<file path="src/rtl/alu_port_arbiter.sv">
// Round-robin front end letting two requesters share one fixed-latency ALU, one transaction in flight.
// Optional macro ALU_ARB_IRQ_AUTOCLR_EN: ALU interrupt is cleared by an IRQCLR state before the response.
module alu_port_arbiter #(
    parameter int DATA_W  = 8,
    parameter int OP_W    = 2,
    parameter int ALU_LAT = 2
) (
    input  logic              clk,
    input  logic              rst,
    input  logic              req0_valid,
    output logic              req0_ready,
    input  logic              req0_mode,
    input  logic [OP_W-1:0]   req0_op,
    input  logic [DATA_W-1:0] req0_a,
    input  logic [DATA_W-1:0] req0_b,
    input  logic              req1_valid,
    output logic              req1_ready,
    input  logic              req1_mode,
    input  logic [OP_W-1:0]   req1_op,
    input  logic [DATA_W-1:0] req1_a,
    input  logic [DATA_W-1:0] req1_b,
    output logic              rsp0_valid,
    input  logic              rsp0_ready,
    output logic [DATA_W-1:0] rsp0_data,
    output logic              rsp0_irq,
    output logic              rsp1_valid,
    input  logic              rsp1_ready,
    output logic [DATA_W-1:0] rsp1_data,
    output logic              rsp1_irq,
    output logic [DATA_W-1:0] alu_in_a,
    output logic [DATA_W-1:0] alu_in_b,
    output logic [OP_W-1:0]   alu_op_a,
    output logic [OP_W-1:0]   alu_op_b,
    output logic              alu_enable,
    output logic              alu_enable_a,
    output logic              alu_enable_b,
    input  logic [DATA_W-1:0] alu_out,
    input  logic              alu_irq,
    output logic              alu_irq_clr,
    input  logic              irq_ack,
    output logic              irq_pending,
    output logic              busy
);

    localparam logic [2:0] S_IDLE   = 3'd0;
    localparam logic [2:0] S_ISSUE  = 3'd1;
    localparam logic [2:0] S_WAIT   = 3'd2;
`ifdef ALU_ARB_IRQ_AUTOCLR_EN
    localparam logic [2:0] S_IRQCLR = 3'd3;
`endif
    localparam logic [2:0] S_RESP   = 3'd4;

    logic [2:0]        state_q, state_d;
    logic [3:0]        cnt_q, cnt_d;
    logic              prio_q;
    logic              id_q;
    logic              mode_q;
    logic [DATA_W-1:0] ain_q, bin_q;
    logic [OP_W-1:0]   opa_q, opb_q;
    logic [DATA_W-1:0] data_q;
    logic              irq_q;
    logic              pend_q;

    logic [1:0]        req_valid_w;
    logic [1:0]        req_ready_w;
    logic [1:0]        req_mode_w;
    logic [OP_W-1:0]   req_op_w   [2];
    logic [DATA_W-1:0] req_a_w    [2];
    logic [DATA_W-1:0] req_b_w    [2];
    logic [1:0]        rsp_ready_w;
    logic [1:0]        rsp_valid_w;
    logic [DATA_W-1:0] rsp_data_w [2];
    logic [1:0]        rsp_irq_w;

    logic              grant_id;
    logic              accept;
    logic              capture;
    logic              rsp_done;

    assign req_valid_w = {req1_valid, req0_valid};
    assign req_mode_w  = {req1_mode, req0_mode};
    assign rsp_ready_w = {rsp1_ready, rsp0_ready};
    assign req_op_w[0] = req0_op;
    assign req_op_w[1] = req1_op;
    assign req_a_w[0]  = req0_a;
    assign req_a_w[1]  = req1_a;
    assign req_b_w[0]  = req0_b;
    assign req_b_w[1]  = req1_b;

    // With both requesting, prio_q names the one that was not granted last.
    assign grant_id = (&req_valid_w) ? prio_q : ~req_valid_w[0];
    assign accept   = (state_q == S_IDLE) && (|req_valid_w) && !rst;
    assign capture  = (state_q == S_WAIT) && (cnt_q == 4'd0);
    assign rsp_done = (state_q == S_RESP) && rsp_ready_w[id_q];

    genvar gi;
    generate
        for (gi = 0; gi < 2; gi++) begin : g_port
            assign req_ready_w[gi] = accept && (grant_id == 1'(gi));
            assign rsp_valid_w[gi] = (state_q == S_RESP) && (id_q == 1'(gi));
            assign rsp_data_w[gi]  = (id_q == 1'(gi)) ? data_q : '0;
            assign rsp_irq_w[gi]   = (id_q == 1'(gi)) && irq_q;
        end
    endgenerate

    assign req0_ready = req_ready_w[0];
    assign req1_ready = req_ready_w[1];
    assign rsp0_valid = rsp_valid_w[0];
    assign rsp1_valid = rsp_valid_w[1];
    assign rsp0_data  = rsp_data_w[0];
    assign rsp1_data  = rsp_data_w[1];
    assign rsp0_irq   = rsp_irq_w[0];
    assign rsp1_irq   = rsp_irq_w[1];

    always_comb begin
        state_d = state_q;
        cnt_d   = cnt_q;
        case (state_q)
            S_IDLE: begin
                if (accept) begin
                    state_d = S_ISSUE;
                end
            end
            S_ISSUE: begin
                state_d = S_WAIT;
                cnt_d   = 4'(ALU_LAT - 1);
            end
            S_WAIT: begin
                if (cnt_q == 4'd0) begin
`ifdef ALU_ARB_IRQ_AUTOCLR_EN
                    state_d = alu_irq ? S_IRQCLR : S_RESP;
`else
                    state_d = S_RESP;
`endif
                end else begin
                    cnt_d = cnt_q - 4'd1;
                end
            end
`ifdef ALU_ARB_IRQ_AUTOCLR_EN
            S_IRQCLR: begin
                state_d = S_RESP;
            end
`endif
            S_RESP: begin
                if (rsp_done) begin
                    state_d = S_IDLE;
                end
            end
            default: begin
                state_d = S_IDLE;
            end
        endcase
    end

    always_ff @(posedge clk) begin
        if (rst) begin
            state_q <= S_IDLE;
            cnt_q   <= '0;
            prio_q  <= 1'b0;
            id_q    <= 1'b0;
            mode_q  <= 1'b0;
            ain_q   <= '0;
            bin_q   <= '0;
            opa_q   <= '0;
            opb_q   <= '0;
            data_q  <= '0;
            irq_q   <= 1'b0;
            pend_q  <= 1'b0;
        end else begin
            state_q <= state_d;
            cnt_q   <= cnt_d;
            if (accept) begin
                prio_q <= ~grant_id;
                id_q   <= grant_id;
                mode_q <= req_mode_w[grant_id];
                ain_q  <= req_a_w[grant_id];
                bin_q  <= req_b_w[grant_id];
                // Only the opcode port for the selected bank moves; the other keeps its last value.
                if (req_mode_w[grant_id]) begin
                    opb_q <= req_op_w[grant_id];
                end else begin
                    opa_q <= req_op_w[grant_id];
                end
            end
            if (capture) begin
                data_q <= alu_out;
                irq_q  <= alu_irq;
            end
            if (capture && alu_irq) begin
                pend_q <= 1'b1;
            end else if (irq_ack) begin
                pend_q <= 1'b0;
            end
        end
    end

`ifdef ALU_ARB_IRQ_AUTOCLR_EN
    assign alu_irq_clr = (state_q == S_IRQCLR);
`else
    logic irq_clr_q;

    always_ff @(posedge clk) begin
        if (rst) begin
            irq_clr_q <= 1'b0;
        end else begin
            irq_clr_q <= irq_ack;
        end
    end

    assign alu_irq_clr = irq_clr_q;
`endif

    assign alu_in_a     = ain_q;
    assign alu_in_b     = bin_q;
    assign alu_op_a     = opa_q;
    assign alu_op_b     = opb_q;
    assign alu_enable   = (state_q == S_ISSUE);
    assign alu_enable_a = (state_q == S_ISSUE) && !mode_q;
    assign alu_enable_b = (state_q == S_ISSUE) && mode_q;
    assign irq_pending  = pend_q;
    assign busy         = (state_q != S_IDLE);

endmodule

</file>
<file path="config.mk">
export PLATFORM = sky130hd
export DESIGN_NAME = alu_port_arbiter
export DESIGN_NICKNAME = d
export VERILOG_FILES = /design/src/rtl/alu_port_arbiter.sv
export SDC_FILE = /design/constraint.sdc
export NUM_CORES = 1
export LEC_CHECK = 0
export BUFFER_PORTS_ARGS = -buffer_cell sky130_fd_sc_hd__clkbuf_2
export CORE_MARGIN = 8
export CORE_UTILIZATION = 41
export DETAILED_ROUTE_END_ITERATION = 6
export GPL_TIMING_DRIVEN = 1
export PLACE_DENSITY = 0.76
export REMOVE_ABC_BUFFERS = 1
export SLEW_MARGIN = 20
export SYNTH_ARGS = -nofsm -noshare
export SYNTH_HDL_FRONTEND = slang
export SYNTH_SLANG_ARGS = --single-unit
export TNS_END_PERCENT = 100
</file>
<file path="constraint.sdc">
create_clock -name clk -period 1.99 [get_ports clk]
set_clock_uncertainty 0.2 [all_clocks]
set_input_delay 0.398 -clock clk [delete_from_list [all_inputs] [get_ports clk]]
set_output_delay 0.398 -clock clk [all_outputs]
set_load 0.03 [all_outputs]
</file>
=== Word-level counts from Yosys, hierarchy flattened ===
Index checks and enable logic that the tools add are counted.

* Register bits: 41
* Bits of input ports: 54
* Output and inout port bits: 48
* Logic and storage cells: 79

* Add/sub/neg operators: 1
* Magnitude comparators: 3
* Eq/ne operators: 7
* Mux-type cells: 24
* Bitwise operators: 5
* Reductions and logical operators: 26

{| class="wikitable"
|+ Operator list
! cell !! count
|-
| $mux W8 || 8
|-
| $logic_and A1 B1 Y1 || 13
|-
| $pmux W3 S4 || 1
|-
| $mux W3 || 3
|-
| $pmux W4 S2 || 1
|-
| $reduce_and A2 Y1 || 4
|-
| $mux W1 || 7
|-
| $mux W2 || 3
|-
| $ne A2 B2 Y1 const B || 3
|-
| $logic_not A4 Y1 || 1
|-
| $lt A1 B2 Y1 const B || 2
|-
| $mux W4 || 1
|-
| $not A1 Y1 || 4
|-
| $reduce_bool A2 Y1 || 2
|-
| $sub A4 B1 Y4 const B || 1
|-
| $eq A3 B1 Y1 const B || 1
|-
| $eq A3 B2 Y1 const B || 1
|-
| $eq A3 B3 Y1 const B || 1
|-
| $logic_not A3 Y1 || 1
|-
| $reduce_and A3 Y1 || 1
|-
| $reduce_bool A3 Y1 || 1
|-
| $ge A2 B2 Y1 const B || 1
|-
| $logic_not A1 Y1 || 2
|-
| $ne A2 B1 Y1 const B || 1
|-
| 2 further kinds || 2
|}

=== Logic depth before layout (Yosys ltp) ===
Gate-level depths: netlist (run 1).

* Depth after elaboration: 6
* Gate-level depth with buffers: 7
* Gate-level depth less buffers: 6

=== Least setup slack after synthesis (run 1) ===
Ideal clock, no wire load.

* Path type: register -> output
* Start point: register state_q[1]
* End point: output port req1_ready
* Data arrival time: 1.669 ns
* Required time: 1.392 ns
* Slack: -0.277 ns
* Cell stages (with the launch flop): 4
* Buffers on the path: 0
* Cell sequence: dfxtp_1 > or3_4 > or3_4 > nor2_1

* Word-level cells in the longest chain between the ends: 4

{| class="wikitable"
|+ RTL lines
! item !! RTL line !! RTL
|-
| start, declared || 53 || <nowiki>logic [2:0] state_q, state_d;</nowiki>
|-
| start signal, assigned || 170 || <nowiki>state_q <= state_d;</nowiki>
|-
| $logic_not A3 Y1 || 92 || <nowiki>assign accept = (state_q == S_IDLE) && (|req_valid_w) && !rst;</nowiki>
|-
| $logic_and A1 B1 Y1 (2 in series) || 92 ||
|-
| $logic_and A1 B1 Y1 || 99 || <nowiki>assign req_ready_w[gi] = accept && (grant_id == 1'(gi));</nowiki>
|-
| end, declared || 17 || <nowiki>output logic req1_ready,</nowiki>
|}

No other way between the ends.

=== Worst setup path in the final report (run 1) ===
* Start point: register state_q[2]
* End point: output port req0_ready

* Word-level cells in the longest chain between the ends: 4

{| class="wikitable"
|+ RTL lines
! item !! RTL line !! RTL
|-
| $logic_not A3 Y1 || 92 ||
|-
| $logic_and A1 B1 Y1 (2 in series) || 92 ||
|-
| $logic_and A1 B1 Y1 || 99 ||
|-
| end, declared || 11 || <nowiki>output logic req0_ready,</nowiki>
|}

No other way between the ends.

==> results, run 1 <==
- The area of the core is approximately 4700 µm².
- The critical path data required time is approximately 1.4 ns.
- The die width is about 86 µm.
- The start point of the worst hold path is alu_out[5].
- In this run, post-CTS hold repair placed 0 buffers.
- From synthesis to final layout, the design area changed by 52.95%.
- The net count of the finished layout is 390.
- The path class of the tightest hold or removal check is input port to register.
- The share of cell area taken by muxes after synthesis is 16.14%.
- STA classifies the critical path startpoint as a register.
- The end of the worst hold path is data_q[5]$_SDFFE_PP0P_.
- The starting density of the core is 42.68%.
- The largest voltage drop on the vdd net is approximately 480 µV.
- The initialized floorplan defines 25 standard-cell rows.
- Entering global routing, the biggest net connects 40 pins.
- The congestion estimate from routability-driven global placement came to 0.7623.
- After layout, the minimum clock period comes to 2.326 ns.
- The leftover overflow at the end of global routing is 0.
- The number of inserted diodes is 0.
- Setup repair after global routing could not meet its margin everywhere.
- The H-tree was split into 2 levels.
- Counting instances, the worst hold path has a depth of 3.
- By area, the combinational part of the netlist is dominated by simple AND/OR/NAND/NOR gates.
- The via count of the first global-routing pass is 1894.
- The total power per unit cell area is 742.9 nW/µm².
- The end of the worst register-to-register path is alu_op_b[0]$_SDFFE_PP0P_.
- The clock sink total is 41.
- The total number of vias is between 1500 and 2000.
- Of the total synthesized cell area, the portion taken by AND, OR, NAND and NOR gates is 22.16%.
- The root buffer selected by CTS is sky130_fd_sc_hd__clkbuf_8.
- The average via count per standard cell is 4.622.
- The count of synthesis-stage warnings from yosys is 0.
- The count of state elements after synthesis is between 40 and 50.
- Net switching is 32.97% of the power.
- The die is between 80 and 90 µm tall.
- The synthesized netlist devotes 1.241% of its cell area to adder and majority cells.
- The average instance in the mapped netlist occupies roughly 10 µm².
- The number of max-slew violations in the final report is 0.
- The number of max-capacitance violations reported is 0.
- The synthesized netlist devotes ~14% of its cell area to compound gates.
- Yosys mapped a number of flops with a built-in enable equal to 0.
- The design internal power is about 1.5 mW.
- The fraction of synthesized cell area in xor and xnor cells is 0.4345%.
- The sequential area share after synthesis is approximately 41%.
- The count of final hold-check violations was 0.
- The detailed-routing iteration count for the pre-antenna-repair pass is 4.
- The clock network power share is 22.9%.
- The number of buffers on the longest clock path is 2.
- Static timing analysis puts the maximum clock frequency at 429.9 MHz.
- The maximum fanout along the worst path is 3.
- After detailed routing, the average wire length per cell comes to 13.74 µm.
- Clock-pin slew was measured on the worst setup and hold paths at ~0.08 ns.
- The final-layout setup total negative slack is -3.645 ns.
- The number of antenna violations at the first check in global routing is 0.
- The mapped cell area is 2016 µm².
- Measured in cells, the most critical reg-to-reg path has a length of 7.
- The top cell types in the final layout, fill and taps aside, are sky130_fd_sc_hd__clkbuf_2 (96), sky130_fd_sc_hd__dfxtp_1 (36), sky130_fd_sc_hd__mux2i_1 (28).
- The slew of the pin with the lowest slew margin is 0.4858 ns.
- The first global-routing pass estimated 8852 µm of wire.
- The critical path endpoint category is a primary output.
- Timing analysis after detailed placement gives a worst setup slack of -0.1089 ns.
- Headroom to the max-slew limit came out at 67.62%.
- The full die area is 7416 µm².
- The number of buffers created by CTS is 5.
- The layout cell share with drive strength beyond 1 is 53.13%.
- The combined global-route utilization of all metal layers is 14.78%.
- The detailed placement HPWL is 3929 µm.
- The total wire length after detailed routing is 5524 µm.
- The synthesized netlist contains 41 unique library cells.
- The startpoint-to-endpoint class of the critical path is register to primary output.
- The remaining antenna violation count is 0.
- After synthesis, the share of flip-flops with an asynchronous set or reset is 0%.
- In the routed design, unresolved DRC markers number 0.
- For this design the total switching power over the nets is between 0.7 and 0.8 mW.
- TritonCTS built the clock tree.
- The final period utilization is 116.9%.
- The startpoint identified for the worst register-to-register timing path is state_q[2]$_SDFFE_PP0P_.
- The flow ran to the end, but the final reports show violations.
- After layout, the worst setup slack is -0.3359 ns.
- The top-level port count is 102.
- The number of cells produced by synthesis is between 200 and 250.
- Summed over all cells, the static leakage comes to 1.540 nW.
- Of the total power, combinational logic draws a little over a third.
- In this run the tool buffered the top-level ports with 101 buffer cells.
- The count of filler cells inserted in the layout is between 300 and 400.
- For flop-to-flop paths, the worst setup slack is -0.28 ns.
- The count of endpoints failing setup in the final report is 18.
- The number of DRC markers in iteration 0 is just over 100.
- At the later pin of the worst-skew pair, clock insertion delay measures 0.28 ns.
- The checks that failed: setup timing.
- For this run, the leading register cell type out of synthesis is sky130_fd_sc_hd__dfxtp_1.
- Leaving out fill and tap cells, the most frequent cell in the layout is sky130_fd_sc_hd__clkbuf_2.
- The part of the power in registers is a little over two fifths.
- Total power for the finished layout comes to 2.290 mW.
- The worst path arrival time is 1.73 ns.
[cell families (layout without fill, tap and decap cells)]
group,after synthesis,in the layout
AO/OA/AOI/OAI,32,32
XOR/XNOR,1,1
adder cells (fa/ha/maj),2,2
buffers and inverters,19,147
flip-flops,41,41
multiplexers,32,32
AND/OR/NAND/NOR,80,80
[through the flow]
step | hold slack (ns) | utilization, % | cell area (µm²) | std cells
after CTS | 0.1318 | 62.81 | 2967 | 396
after global placement | 0.2524 | 57.06 | 2695 | 381
after global routing | 0.1392 | 65.27 | 3083 | 402
final | 0.1370 | 65.27 | 3083 | 402
after floorplan | 0.2306 | - | 1947 | 194
after detailed placement | 0.2576 | 57.06 | 2695 | 381
[layer usage]
layer / vias up / track usage, % / part of all wire (%)
met1: 806 / 17.81 / 45
li1: 971 / - / -
met2: 76 / 23.30 / 44
met4: 0 / 4.777 / 0.89
met3: 5 / 5.826 / 9.4
met5: - / 0 / 0
[repair_timing]
| item | 4_1_cts | 5_1_grt |
|---|---|---|
| setup buffers | 6 | 8 |
| setup endpoints to repair | 25 | 29 |
| resized for setup | 28 | 23 |
| pin swaps | 4 | 7 |
| cloned | 2 | 1 |
[layout make-up]
type / instances / area (µm²) / area share (%)
multi-input cells: 147 / 1152 / 37.38
repair buffers: 133 / 902.1 / 29.26
clock buffers: 8 / 80.08 / 2.597
flip-flops and latches: 41 / 827.0 / 26.83
inverters: 6 / 37.54 / 1.218
well taps: 67 / 83.83 / 2.719
[how the worst max path moves through the flow]
| stage | start | end | depth (start not counted) |
|---|---|---|---|
| 3_5_place_dp | state_q[1]$_SDFFE_PP0P_ | req0_ready | 6 |
| 5_1_grt | state_q[2]$_SDFFE_PP0P_ | req0_ready | 6 |
| 6_report | state_q[2]$_SDFFE_PP0P_ | req0_ready | 6 |
| 3_3_place_gp | state_q[1]$_SDFFE_PP0P_ | req0_ready | 6 |
| 2_1_floorplan | req0_valid | alu_op_b[0]$_SDFFE_PP0P_ | 4 |
| 4_1_cts | state_q[2]$_SDFFE_PP0P_ | req1_ready | 4 |
[critical path, stage by stage, from the launching register on]
cell                       delay, ns
sky130_fd_sc_hd__dfxtp_2        0.33
sky130_fd_sc_hd__or3_4          0.39
sky130_fd_sc_hd__or3_4          0.43
sky130_fd_sc_hd__clkinv_8       0.07
sky130_fd_sc_hd__nand2_4        0.05
sky130_fd_sc_hd__inv_4          0.07
sky130_fd_sc_hd__buf_8          0.11
[power by group through the flow]
stage	sequential, mW	combinational (mW)	clock (mW)
6_report	0.953	0.813	0.524
3_3_place_gp	0.965	0.653	0
3_5_place_dp	0.966	0.665	0
5_1_grt	0.964	0.878	0.571
2_1_floorplan	1.05	0.331	0
4_1_cts	0.950	0.759	0.542
[Yosys cell counts (2+ instances only)]
library cell,number,area share [%]
sky130_fd_sc_hd__dfxtp_1,41,41
sky130_fd_sc_hd__mux2i_1,28,14
sky130_fd_sc_hd__nor2_1,28,5.2
sky130_fd_sc_hd__nor2b_1,17,5.3
sky130_fd_sc_hd__a211oi_2,12,7.4
sky130_fd_sc_hd__and2_1,11,3.4
sky130_fd_sc_hd__clkbuf_1,9,1.7
sky130_fd_sc_hd__a211oi_1,6,2.2
sky130_fd_sc_hd__a21oi_1,6,1.5
sky130_fd_sc_hd__inv_1,5,0.93
sky130_fd_sc_hd__nand2_1,4,0.74
sky130_fd_sc_hd__nor2_2,3,0.93
sky130_fd_sc_hd__buf_6,2,1.1
sky130_fd_sc_hd__ha_1,2,1.2
sky130_fd_sc_hd__mux2_1,2,1.1
sky130_fd_sc_hd__mux2_2,2,1.1
sky130_fd_sc_hd__nand3_1,2,0.50
sky130_fd_sc_hd__nor3_1,2,0.50
sky130_fd_sc_hd__o21ai_0,2,0.50
sky130_fd_sc_hd__or3_4,2,1.1
[registers in the layout, indices dropped and copies added (netlist names)]
register,count
alu_op_a,2
alu_op_b,2
irq_q,1
alu_in_b,8
alu_in_a,8
mode_q,1
irq_pending,1
state_q,3
data_q,8
alu_irq_clr,1
cnt_q,4
prio_q,1
id_q,1
(Power assumes the default switching activity.)
==> run 2, diff against run 1 <==
- CTS_CLUSTER_DIAMETER: not set -> 80
- MAX_ROUTING_LAYER: not set -> met4
==> results, run 2 (synthesis gave the netlist of run 1 again) <==
- The flow ran to the end, but the final reports show violations.
- The checks that failed: setup timing.
- The number of max-capacitance violations reported was 0 (unchanged).
- Setup repair after global routing could not meet its margin everywhere.
- The min-delay analysis places its worst path in the category input port to register.
- The total leakage power is 1.540 nW (unchanged).
- The deepest level of the CTS H-tree is 2 (unchanged).
- The maximum frequency from static timing analysis came to 431.0 MHz (+0.25%).
- The maximum fanout along the worst path is 3 (unchanged).
- The leftover overflow at the end of global routing came to 0 (unchanged).
- The root buffer selected by CTS is sky130_fd_sc_hd__clkbuf_8.
- The number of max-slew violations in the final report is 0 (unchanged).
- The starting density of the core was 42.68% (unchanged).
- The switching power as a share of total power is 32.85% (-0.12 points).
- The die width is 86.12 µm (unchanged).
- The worst setup path is captured at a primary output.
- The total number of vias is 1857 (-0.054%).
- The top-level port count is 102 (unchanged).
- The net load switching power is 0.7509 mW (-0.56%).
- The detailed placement HPWL came to 3929 µm (unchanged).
- The remaining antenna violation count was 0 (unchanged).
- The largest voltage drop on the vdd net is 473.6 µV (-0.81%).
- The critical path data required time is 1.39 ns (about the same).
- The first-pass GRT wire length is 8838 µm (-0.16%).
- The proportion of power drawn by combinational gates is 35.6% (about the same).
- The total power draw is 2.286 mW (-0.18%).
- In this run the critical register-to-register path is launched from state_q[2]$_SDFFE_PP0P_.
- The worst path arrival time came to 1.72 ns (about the same).
- The area of the multi-input gates is 1152 µm² (unchanged).
- The global routing usage on met3 is 5.349% (-0.48 points).
- The most common cell after layout, fill and taps aside is sky130_fd_sc_hd__clkbuf_2.
- The time the final worst path needs with I/O delays and setup is 2.320 ns (-0.005864 ns).
- The met1 usage is 18.37% (+0.56 points).
- The clock tree from TritonCTS is done.
- The slew of the pin with the lowest slew margin is 0.4789 ns (-0.006891 ns).
- The placement-stage worst setup slack came to -0.1089 ns (unchanged).
- The count of final hold-check violations was 0 (unchanged).
- The full die area is 7416 µm² (unchanged).
- The average via count per standard cell came to 4.619 (about the same).
- The design internal power is 1.535 mW (about the same).
- The combined global-route utilization of all metal layers was 15.18% (+0.40 points).
- In the layout the commonest cells are sky130_fd_sc_hd__clkbuf_2 (96), sky130_fd_sc_hd__dfxtp_1 (36), sky130_fd_sc_hd__mux2i_1 (28).
- The routability congestion estimate is 0.7724 (+1.3%).
- The clock sink total was 41 (unchanged).
- The part of the power in registers is 41.7% (about the same).
- The signed area change from the synthesized netlist to the final layout was 52.95% (unchanged).
- The clock network power share is 22.7% (-0.2 points).
- The count of filler cells inserted in the layout is 393 (unchanged).
- The area of the core is 4723 µm² (unchanged).
- The number of DRC markers in iteration 0 is 94 (-7.8%).
- The register area is 827.0 µm² (unchanged).
- The die span in y is 86.12 µm (unchanged).
- The number of antenna violations at the first check in global routing was 0 (unchanged).
- The start point of the worst hold path is alu_out[2].
- The startpoint-to-endpoint class of the critical path is register to primary output.
- The type of origin of the critical path is a register.
- The count of endpoints failing setup in the final report is 18 (unchanged).
- The maximum number of pins on one net before global-route repair came to 40 (unchanged).
- The met2 track utilization from global routing is 23.37% (+0.070 points).
- The layer flagged by global routing as most heavily used is met2.
- The average routed wire per standard cell is 13.76 µm (+0.13%).
- The net count of the finished layout was 390 (unchanged).
- The worst slew margin relative to its limit is 68.07% (+0.46 points).
- In this run the worst setup path begins at state_q[2]$_SDFFE_PP0P_.
- The clock transition time at the flip-flop clock pins of the worst setup and hold paths came to 0.07 ns (about the same).
- The layout cell share with drive strength beyond 1 is 53.13% (unchanged).
- The number of buffers created by CTS is 5 (unchanged).
- The via count of the first global-routing pass was 1892 (-0.11%).
- The detailed-routing iteration count for the pre-antenna-repair pass is 4 (unchanged).
- The total power per unit cell area came to 741.5 nW/µm² (-0.18%).
- The number of buffers added on ports came to 101 (unchanged).
- The clock latency reported for the late side of the worst-skew pair is 0.28 ns (about the same).
- The worst-case setup margin in the final layout is -0.3301 ns (+0.005864 ns).
- The total wire length after detailed routing is 5531 µm (+0.13%).
- The post-detailed-route DRC marker count is 0 (unchanged).
- The final period utilization is 116.6% (-0.29 points).
- The number of buffers on the longest clock path is 2 (unchanged).
- The row count came to 25 (unchanged).
- The number of inserted diodes is 0 (unchanged).
## run 2: cell counts in the layout (fill, tap and decap cells not counted)
No cell type changed its count.
## run 2: final timing paths
check                                  end  slack, ns  cells past startpoint
hold / removal      data_q[2]$_SDFFE_PP0P_       0.14                      3
setup / recovery                req0_ready      -0.33                      6
setup reg to reg  alu_op_b[0]$_SDFFE_PP0P_      -0.28                      7
hold reg to reg         irq_q$_SDFFE_PP0P_       0.26                      2
## run 2: power groups by stage
stage / combinational (mW) / clock [mW] / sequential [mW]
3_3_place_gp: 0.653 / 0 / 0.965
6_report: 0.814 / 0.520 / 0.953
2_1_floorplan: 0.331 / 0 / 1.05
4_1_cts: 0.759 / 0.542 / 0.950
5_1_grt: 0.878 / 0.571 / 0.964
3_5_place_dp: 0.665 / 0 / 0.966
## run 2: worst max-delay path: stages, from the launching register on
cell and delay [ns]:
sky130_fd_sc_hd__dfxtp_2 0.33, sky130_fd_sc_hd__or3_4 0.39, sky130_fd_sc_hd__or3_4 0.43, sky130_fd_sc_hd__clkinv_8 0.07, sky130_fd_sc_hd__nand2_4 0.05, sky130_fd_sc_hd__inv_4 0.07
sky130_fd_sc_hd__buf_8 0.11
## run 2: layout make-up
class                      count  share of cell area (%)
clock buffer                   8                   2.597
tap                           67                   2.719
inverter                       6                   1.218
timing repair buffer         133                   29.26
multi-input combinational    147                   37.38
sequential                    41                   26.83
## run 2: metrics by stage
step | util (%) | instances | area (µm²) | TNS [ns] | hold WS (ns)
5_1_grt | 65.27 | 402 | 3083 | -4.916 | 0.1392
4_1_cts | 62.81 | 396 | 2967 | -3.180 | 0.1318
3_5_place_dp | 57.06 | 381 | 2695 | -0.3850 | 0.2576
2_1_floorplan | - | 194 | 1947 | -17.33 | 0.2306
6_report | 65.27 | 402 | 3083 | -3.595 | 0.1389
3_3_place_gp | 57.06 | 381 | 2695 | -0.2741 | 0.2524
## run 2: per-layer routing
| layer | part of all wire, % | vias up | wire length [µm] |
|---|---|---|---|
| li1 | - | 970 | - |
| met3 | 8.2 | 4 | 451 |
| met5 | 0 | - | 0 |
| met4 | 0.71 | 0 | 39 |
| met1 | 47 | 807 | 2579 |
| met2 | 44 | 76 | 2461 |
## run 2: timing repair
| action | 4_1_cts | 5_1_grt |
|---|---|---|
| endpoints found under the setup margin | 25 | 29 |
| setup buffers | 6 | 8 |
| hold endpoints to repair | 0 | 0 |
| gates cloned | 2 | 1 |
| hold buffers | 0 | 0 |
| gates resized for setup | 28 | 23 |
| pin swaps | 4 | 7 |
